===== src/rtl/correlator_frame_rx.sv =====
// Receive-side decoder for the correlator UART counter frame.
// Splits frames on line-idle gaps, rebuilds words, checks trailer.
module correlator_frame_rx #(
  parameter int RESOLUTION  = 16,
  parameter int NUM_INPUTS  = 4,
  parameter int DELAY_LINES = 21,
  parameter int GAP_CYCLES  = 20000
) (
  input  logic                  clk,
  input  logic                  reset_n,
  input  logic [7:0]            rx_byte,
  input  logic                  rx_valid,
  output logic [RESOLUTION-1:0] word_data,
  output logic [15:0]           word_index,
  output logic                  word_valid,
  input  logic                  word_ready,
  output logic                  frame_done,
  output logic                  frame_ok,
  output logic [31:0]           frame_leds,
  output logic                  overflow,
  output logic                  sync_err
);

  localparam int BPW = RESOLUTION / 8;
  localparam int NUM_WORDS =
    NUM_INPUTS * (NUM_INPUTS - 1) / 2 * DELAY_LINES + NUM_INPUTS;
  localparam int BIW = (BPW > 1) ? $clog2(BPW) : 1;
  localparam int GW  = $clog2(GAP_CYCLES + 1);

  localparam logic [GW-1:0]  GAP_MAX = GW'(GAP_CYCLES);
  localparam logic [BIW-1:0] BI_LAST = BIW'(BPW - 1);
  localparam logic [15:0]    WC_LAST = 16'(NUM_WORDS - 1);
  localparam logic [31:0]    TRL_EXP = {8'h00, 8'(RESOLUTION),
                                        8'(NUM_INPUTS), 8'(DELAY_LINES)};

  typedef enum logic [1:0] {
    S_IDLE,
    S_PAYLOAD,
    S_TRAILER,
    S_CHECK
  } state_e;

  state_e                state_q, state_d;
  logic [GW-1:0]         gap_q, gap_d;
  logic [RESOLUTION-1:0] acc_q, acc_d;
  logic [BIW-1:0]        byte_idx_q, byte_idx_d;
  logic [15:0]           word_cnt_q, word_cnt_d;
  logic [2:0]            trl_idx_q, trl_idx_d;
  logic [63:0]           trl_q, trl_d;
  logic [RESOLUTION-1:0] word_data_q, word_data_d;
  logic [15:0]           word_index_q, word_index_d;
  logic                  word_valid_q, word_valid_d;
  logic                  overflow_q, overflow_d;
  logic                  frame_done_q, frame_done_d;
  logic                  frame_ok_q, frame_ok_d;
  logic [31:0]           leds_q, leds_d;
  logic                  sync_err_q, sync_err_d;

  logic                  gap_sat;
  logic                  take;
  logic                  abort;
  logic                  word_done;
  logic                  match;
  logic [RESOLUTION-1:0] word_new;

  always_comb begin
    state_d      = state_q;
    acc_d        = acc_q;
    byte_idx_d   = byte_idx_q;
    word_cnt_d   = word_cnt_q;
    trl_idx_d    = trl_idx_q;
    trl_d        = trl_q;
    word_data_d  = word_data_q;
    word_index_d = word_index_q;
    word_valid_d = word_valid_q;
    overflow_d   = overflow_q;
    frame_done_d = 1'b0;
    frame_ok_d   = frame_ok_q;
    leds_d       = leds_q;
    sync_err_d   = 1'b0;
    take         = 1'b0;
    abort        = 1'b0;
    word_done    = 1'b0;
    match        = 1'b0;

    gap_sat = (gap_q == GAP_MAX);
    if (rx_valid) gap_d = '0;
    else if (gap_sat) gap_d = gap_q;
    else gap_d = gap_q + GW'(1);

    word_new = acc_q;
    word_new[8*int'(byte_idx_q) +: 8] = rx_byte;

    if (word_valid_q && word_ready) word_valid_d = 1'b0;

    unique case (state_q)
      S_IDLE: begin
        if (rx_valid && gap_sat) begin
          take       = 1'b1;
          overflow_d = 1'b0;
          state_d    = S_PAYLOAD;
        end
      end
      S_PAYLOAD: begin
        if (gap_sat) abort = 1'b1;
        else if (rx_valid) take = 1'b1;
      end
      S_TRAILER: begin
        if (gap_sat) begin
          abort = 1'b1;
        end else if (rx_valid) begin
          trl_d[8*int'(trl_idx_q) +: 8] = rx_byte;
          trl_idx_d = trl_idx_q + 3'd1;
          if (trl_idx_q == 3'd7) state_d = S_CHECK;
        end
      end
      S_CHECK: begin
        match        = (trl_q[63:32] == TRL_EXP);
        frame_done_d = 1'b1;
        frame_ok_d   = match & ~overflow_q;
        if (match) leds_d = trl_q[31:0];
        else sync_err_d = 1'b1;
        trl_idx_d    = '0;
        state_d      = S_IDLE;
      end
      default: state_d = S_IDLE;
    endcase

    if (take) begin
      if (byte_idx_q == BI_LAST) begin
        word_done  = 1'b1;
        acc_d      = '0;
        byte_idx_d = '0;
        word_cnt_d = word_cnt_q + 16'd1;
        if (word_cnt_q == WC_LAST) begin
          word_cnt_d = '0;
          state_d    = S_TRAILER;
        end
      end else begin
        acc_d      = word_new;
        byte_idx_d = byte_idx_q + BIW'(1);
      end
    end

    // single-entry output stage: a busy register drops the new word
    if (word_done) begin
      if (!word_valid_q || word_ready) begin
        word_data_d  = word_new;
        word_index_d = word_cnt_q;
        word_valid_d = 1'b1;
      end else begin
        overflow_d = 1'b1;
      end
    end

    if (abort) begin
      sync_err_d = 1'b1;
      state_d    = S_IDLE;
      acc_d      = '0;
      byte_idx_d = '0;
      word_cnt_d = '0;
      trl_idx_d  = '0;
    end
  end

  always_ff @(posedge clk or negedge reset_n) begin
    if (!reset_n) begin
      state_q      <= S_IDLE;
      gap_q        <= '0;
      acc_q        <= '0;
      byte_idx_q   <= '0;
      word_cnt_q   <= '0;
      trl_idx_q    <= '0;
      trl_q        <= '0;
      word_data_q  <= '0;
      word_index_q <= '0;
      word_valid_q <= 1'b0;
      overflow_q   <= 1'b0;
      frame_done_q <= 1'b0;
      frame_ok_q   <= 1'b0;
      leds_q       <= '0;
      sync_err_q   <= 1'b0;
    end else begin
      state_q      <= state_d;
      gap_q        <= gap_d;
      acc_q        <= acc_d;
      byte_idx_q   <= byte_idx_d;
      word_cnt_q   <= word_cnt_d;
      trl_idx_q    <= trl_idx_d;
      trl_q        <= trl_d;
      word_data_q  <= word_data_d;
      word_index_q <= word_index_d;
      word_valid_q <= word_valid_d;
      overflow_q   <= overflow_d;
      frame_done_q <= frame_done_d;
      frame_ok_q   <= frame_ok_d;
      leds_q       <= leds_d;
      sync_err_q   <= sync_err_d;
    end
  end

  assign word_data  = word_data_q;
  assign word_index = word_index_q;
  assign word_valid = word_valid_q;
  assign frame_done = frame_done_q;
  assign frame_ok   = frame_ok_q;
  assign frame_leds = leds_q;
  assign overflow   = overflow_q;
  assign sync_err   = sync_err_q;

endmodule


===== config.mk =====
export PLATFORM = sky130hd
export DESIGN_NAME = correlator_frame_rx
export DESIGN_NICKNAME = d
export VERILOG_FILES = /design/src/rtl/correlator_frame_rx.sv
export SDC_FILE = /design/constraint.sdc
export NUM_CORES = 1
export LEC_CHECK = 0
export ABC_AREA = 0
export CAP_MARGIN = 20
export CORE_ASPECT_RATIO = 1.5
export CORE_UTILIZATION = 45
export DETAILED_ROUTE_END_ITERATION = 10
export GPL_TIMING_DRIVEN = 0
export PLACE_DENSITY = 0.79
export SLEW_MARGIN = 20
export SYNTH_ARGS = -nofsm -noshare
export SYNTH_HDL_FRONTEND = slang
export SYNTH_SLANG_ARGS = --single-unit

===== constraint.sdc =====
create_clock -name clk -period 2.1 [get_ports clk]
set_input_delay 0.42 -clock clk [delete_from_list [all_inputs] [get_ports clk]]
set_output_delay 0.42 -clock clk [all_outputs]
set_load 0.01 [all_outputs]

Yosys cells after proc, flatten, opt, wreduce, memory -nomap -nowiden
Cells that the tools add are included.

storage, ports and cells
  word-level logic and storage cells = 98
  ROM bits = 0
  register bits = 186
  bits of input ports = 12
  memories kept = 0
  output and inout port bits = 69
  memory bits (writable) = 0
  latch bits = 0

cells by class
  bitwise operators = 3
  eq/ne operators = 10
  reduce and logical (&&, ||, !) cells = 14
  shift operators = 4
  $lt $le $gt $ge = 0
  div/mod/pow operators = 0
  muxes and demuxes = 46
  add/subtract/negate cells = 6
  multiply operators = 0

operators by type and width
  operator                 count
  $mux 16                  7
  $bwmux 64                1
  $shift 8x33->64 const A  1
  $shiftx 8x33->64         1
  $neg 4->33               1
  $neg 6->33               1
  $shift 8x33->16 const A  1
  $shiftx 8x33->16         1
  $eq 32x21->1 const B     1
  $mux 15                  2
  $mux 1                   21
  $add 16x1->16 const B    1
  $bwmux 16                1
  $eq 16x8->1 const B      1
  $mux 2                   8
  $add 15x1->15 const B    1
  $eq 15x15->1 const B     1
  $mux 3                   3
  $ne 3x3->1 const B       2
  $pmux 2 s3               1
  $pmux 3 s2               1
  $reduce_and 2->1         3
  $reduce_and 3->1         2
  $eq 2x2->1 const B       2
  15 further kinds         18

Logic depth before layout (Yosys ltp)
  depth in word-level cells = 9
  depth in mapped cells = 9
  depth with buffers taken out = 7

Worst setup path after synthesis
Ideal clock, no wire load.

  path type = register to register
  from = register gap_q[0]
  to = register trl_q[48]
  setup time = 0.125 ns
  data arrival time = 1.956 ns
  path slack = 0.019 ns
  buffers on the path = 1
  data required time = 1.975 ns
  stages on the path, launching flop included = 9
  period minus slack after synthesis = 2.081 ns
  cells stage by stage = dfrtp_1 -> inv_1 -> ha_1 -> and4bb_2 -> nand4_4 -> and3_1 -> buf_2 -> nand4b_2 -> mux2_2

on the way
  cells in the longest elaborated chain, start to end = 3

RTL lines
  item                        RTL line  source
  from (decl)                 44        logic [GW-1:0] gap_q, gap_d;
  from (signal assigned)      185       gap_q <= gap_d;
  $eq 15x15->1                86        gap_sat = (gap_q == GAP_MAX);
  $not 1->1 (no line)         -
  $reduce_and 3->1 (no line)  -
  to (signal assigned)        190       trl_q <= trl_d;
  to (decl)                   49        logic [63:0] trl_q, trl_d;

No other way between the ends.
A chain may end at the register's enable or synchronous reset.

Final worst setup path
  from = register trl_idx_q[1]
  to = register trl_q[3]

on the way
  cells in the longest elaborated chain, start to end = 3
  elaborated cells on any way between the ends = 4
  classes of those cells = add/sub (1); shift (2); mux (1)

RTL lines
  item                                                        RTL line  source
  from (decl)                                                 48        logic [2:0] trl_idx_q, trl_idx_d;
  from (signal assigned)                                      189       trl_idx_q <= trl_idx_d;
  $neg 6->33 (*)                                              112       trl_d[8*int'(trl_idx_q) +: 8] = rx_byte;
  $shiftx 8x33->64 / $shift 8x33->64 (equally long branches)  112
  $bwmux 64 (*)                                               112

Mark *: on every way between the ends. The rest lies on a longest branch, timed or not.

==> impl_metrics.toml <==
[outcome]
status = "complete, but fails checks"
violations = "negative setup slack"

[placement]
globalplace.congestion = 0.860
dp.cells = 879
hpwl_um = 12000
dp_slack_ns = -0.688
io_buffer_count = 80

[grt]
grt_pass1_wl_um = 29500
grt_overflow = 0
grt_use_total_pct = 21.7
grt_max_degree = 99
grt_pass1_vias = 5613
antenna_found_initial = 0

[yosys]
synth_most_common_cell = "dfrtp_1"
seq_area_frac_synth_pct = 57.1
synth_nets = 615
yosysTopAreaCell = "dfrtp_1"
netlist_instances = 588
ys.flop_type = "dfrtp_1"
synth_top_area_share_pct = 57.1
syn-mean-instance-area_um2 = 13.3
yosysUniqueCellTypes = 53
ys_warn_count = 0
synth_commonest_cells = "dfrtp_1 (178), mux2_2 (99), mux2_1 (30)"
synth_seq_cells = 178
synth_area_leaders = "dfrtp_1 (57%), mux2_2 (14%), mux2_1 (4.3%)"
synth_area_mm2 = 0.00779
synth-edff-count = 0
async_flop_share_pct = 100

[cts]
cts_sinks = 178
cts.path.max_buffers = 2
cts_tree = "built"
numCtsBuffers = 17
htreeDepth = 4
clkSlewWorstSetupHoldPaths_ns = 0.07
worstSkewPairLatency_ns = 0.42
cts_root_buf = "clkbuf_16"

[sta]
period_minus_slack_ns = 2.15
timing.final.crit_share_pct = 102
worst_clock_skew_ns = 0.00866
layout_setup_ws_ns = -0.0452
finalSetupViolations = 86
fmax_mhz = 466
holdWs_ns = 0.0280
rsz0062_at_grt = "true"
tightestPinTransition_ns = 0.737
hold_viol_final = 0
slew_violations = 0
fin_tns_setup_ns = -1.52
slew_headroom_pct = 50.8

[worst_setup_path]
cp_slowest_cell = "dfrtp_1"
start_kind = "flip-flop"
crit_chain = "inv_1, ha_2, nor4_4, nand4b_4, mux2_4"
worstPathArrival_ns = 2.44
cp.required_ns = 2.40
crit_end = "trl_q[3]"
critPathMaxStageDelay_ns = 0.53
timing.rr.start = "trl_idx_q[1]"
crit_fanout = 8
critPathLaunch = "trl_idx_q[1]"
worstSetupEndpointType = "flip-flop"
critical_path_class = "reg2reg"
r2r_end = "trl_q[3]"
reg2reg_depth = 5
r2r_setup_slack_ns = -0.05

[power_and_ir_drop]
ir_drop_v = 0.000496
power.density_mw_per_mm2 = 825
p_leak_uw = 0.00506
p_total_uw = 8530

[floorplan]
dieArea_mm2 = 0.0179
pin_count = 81
core_mm2 = 0.0168
rows = 58
die_w_um = 109
die_y_um = 163
initial_core_util_pct = 46.3

[route]
drt_iter0_drc = 329
ant_nets = 0
drc = 0
wl_um = 19000
vias = 5357
drtPass1Iterations = 7
wl_per_cell_um = 20.6
viasPerCell = 5.79

[finish]
n_fill_cell = 1230
fin_cells = 926
diodes = 0
layout-drive-gt1-share_pct = 32.3
areaGrowthSynthToFinish_pct = 32.6
layout.nets = 731

[hold_path]
hold_path_class = "in2async"

[run]
drv_cap = 0
==> logic make-up (layout without fill, tap and decap cells) <==
group,Yosys count,after routing,share of synthesized area (%)
AO/OA/AOI/OAI,59,59,5.18
adder cells (fa/ha/maj),15,15,2.41
multiplexers,131,131,19.1
buffers and inverters,33,161,1.77
flip-flops,178,178,57.1
AND/OR/NAND/NOR,160,160,13.0
XOR/XNOR,12,12,1.35
==> how the worst min path moves through the flow <==
stage	end	slack (ns)	startpoint	cells past startpoint
final	word_index[10]	0.03	reset_n	1
after global routing	word_index[11]	0.09	reset_n	1
after CTS	word_index[9]	0.06	reset_n	1
after detailed placement	word_data[13]	0.48	word_data[13]	1
after global placement	word_data[5]	0.47	acc_q[5]	1
after floorplan	acc_q[0]	0.12	reset_n	0
==> state kept, by name, summed over array words and instances, names as in the netlist, 2 cells and up <==
register    cells
trl_idx_q       3
word_index     16
gap_q          15
frame_leds     32
state_q         2
word_data      16
word_cnt_q     16
acc_q           8
trl_q          64
==> layout by cell type, fill, tap and decap left out, types with 6 or more instances in the layout <==
| cell | n |
|---|---|
| clkbuf_1 | 9 |
| clkdlybuf4s50_1 | 79 |
| and3_1 | 8 |
| mux2_1 | 16 |
| nand2_1 | 11 |
| mux2_4 | 80 |
| xor2_1 | 6 |
| inv_1 | 8 |
| ha_1 | 12 |
| a22o_1 | 8 |
| nor2_1 | 22 |
| o21ai_0 | 11 |
| xnor2_1 | 6 |
| buf_6 | 7 |
| dfrtp_1 | 175 |
| nand4_1 | 7 |
| mux2_2 | 34 |
| nor4_1 | 6 |
| nand3_1 | 22 |
| clkbuf_16 | 19 |
| and2_1 | 25 |
| a21oi_1 | 10 |
| buf_4 | 15 |
==> layout make-up <==
type,instances,area (um^2),share of cell area [%]
Sequential cell,178,4460,43.1
Multi-Input combinational cell,377,3800,36.8
Timing Repair Buffer,101,1030,10.0
Clock buffer,24,482,4.66
Tap cell,210,263,2.54
Buffer,18,156,1.51
Clock inverter,7,101,0.980
Inverter,11,45.0,0.436
==> worst max-delay path: cells and delay by family, from the launching register on <==
kind / cells / cell delay (ns)
and+or+nand+nor: 2 / 0.61
DFF: 1 / 0.53
muxes: 1 / 0.37
adders and majority gates: 1 / 0.36
buffers and inverters: 1 / 0.16
==> per-layer routing <==
| metal | track usage (%) | routed length, um | up-vias |
|---|---|---|---|
| met1 | 26.4 | 7620 | 2780 |
| li1 | - | - | 2372 |
| met5 | 0 | 0 | - |
| met3 | 3.83 | 605 | 40 |
| met2 | 37.3 | 10200 | 165 |
| met4 | 9.39 | 607 | 0 |
==> repair_timing <==
item | 4_1_cts | 5_1_grt
gates cloned | 0 | 2
pin swaps | 16 | 21
hold buffers | 0 | 0
gates resized for setup | 80 | 88
buffers inserted | 11 | 7
endpoints found under the hold margin | 0 | 0
endpoints found under the setup margin | 157 | 154
==> power by group <==
| part | switching [uW] | internal [uW] |
|---|---|---|
| Clock | 1300 | 1850 |
| Combinational | 604 | 769 |
| Sequential | 251 | 3750 |
==> stage by stage <==
stage	utilization, %	instance area [um^2]
4_1_cts	58.8	9900
6_report	61.4	10300
5_1_grt	61.4	10300
2_1_floorplan	-	7790
3_3_place_gp	52.6	8860
3_5_place_dp	52.8	8890
No activity file was read; power rests on OpenSTA's default activity.
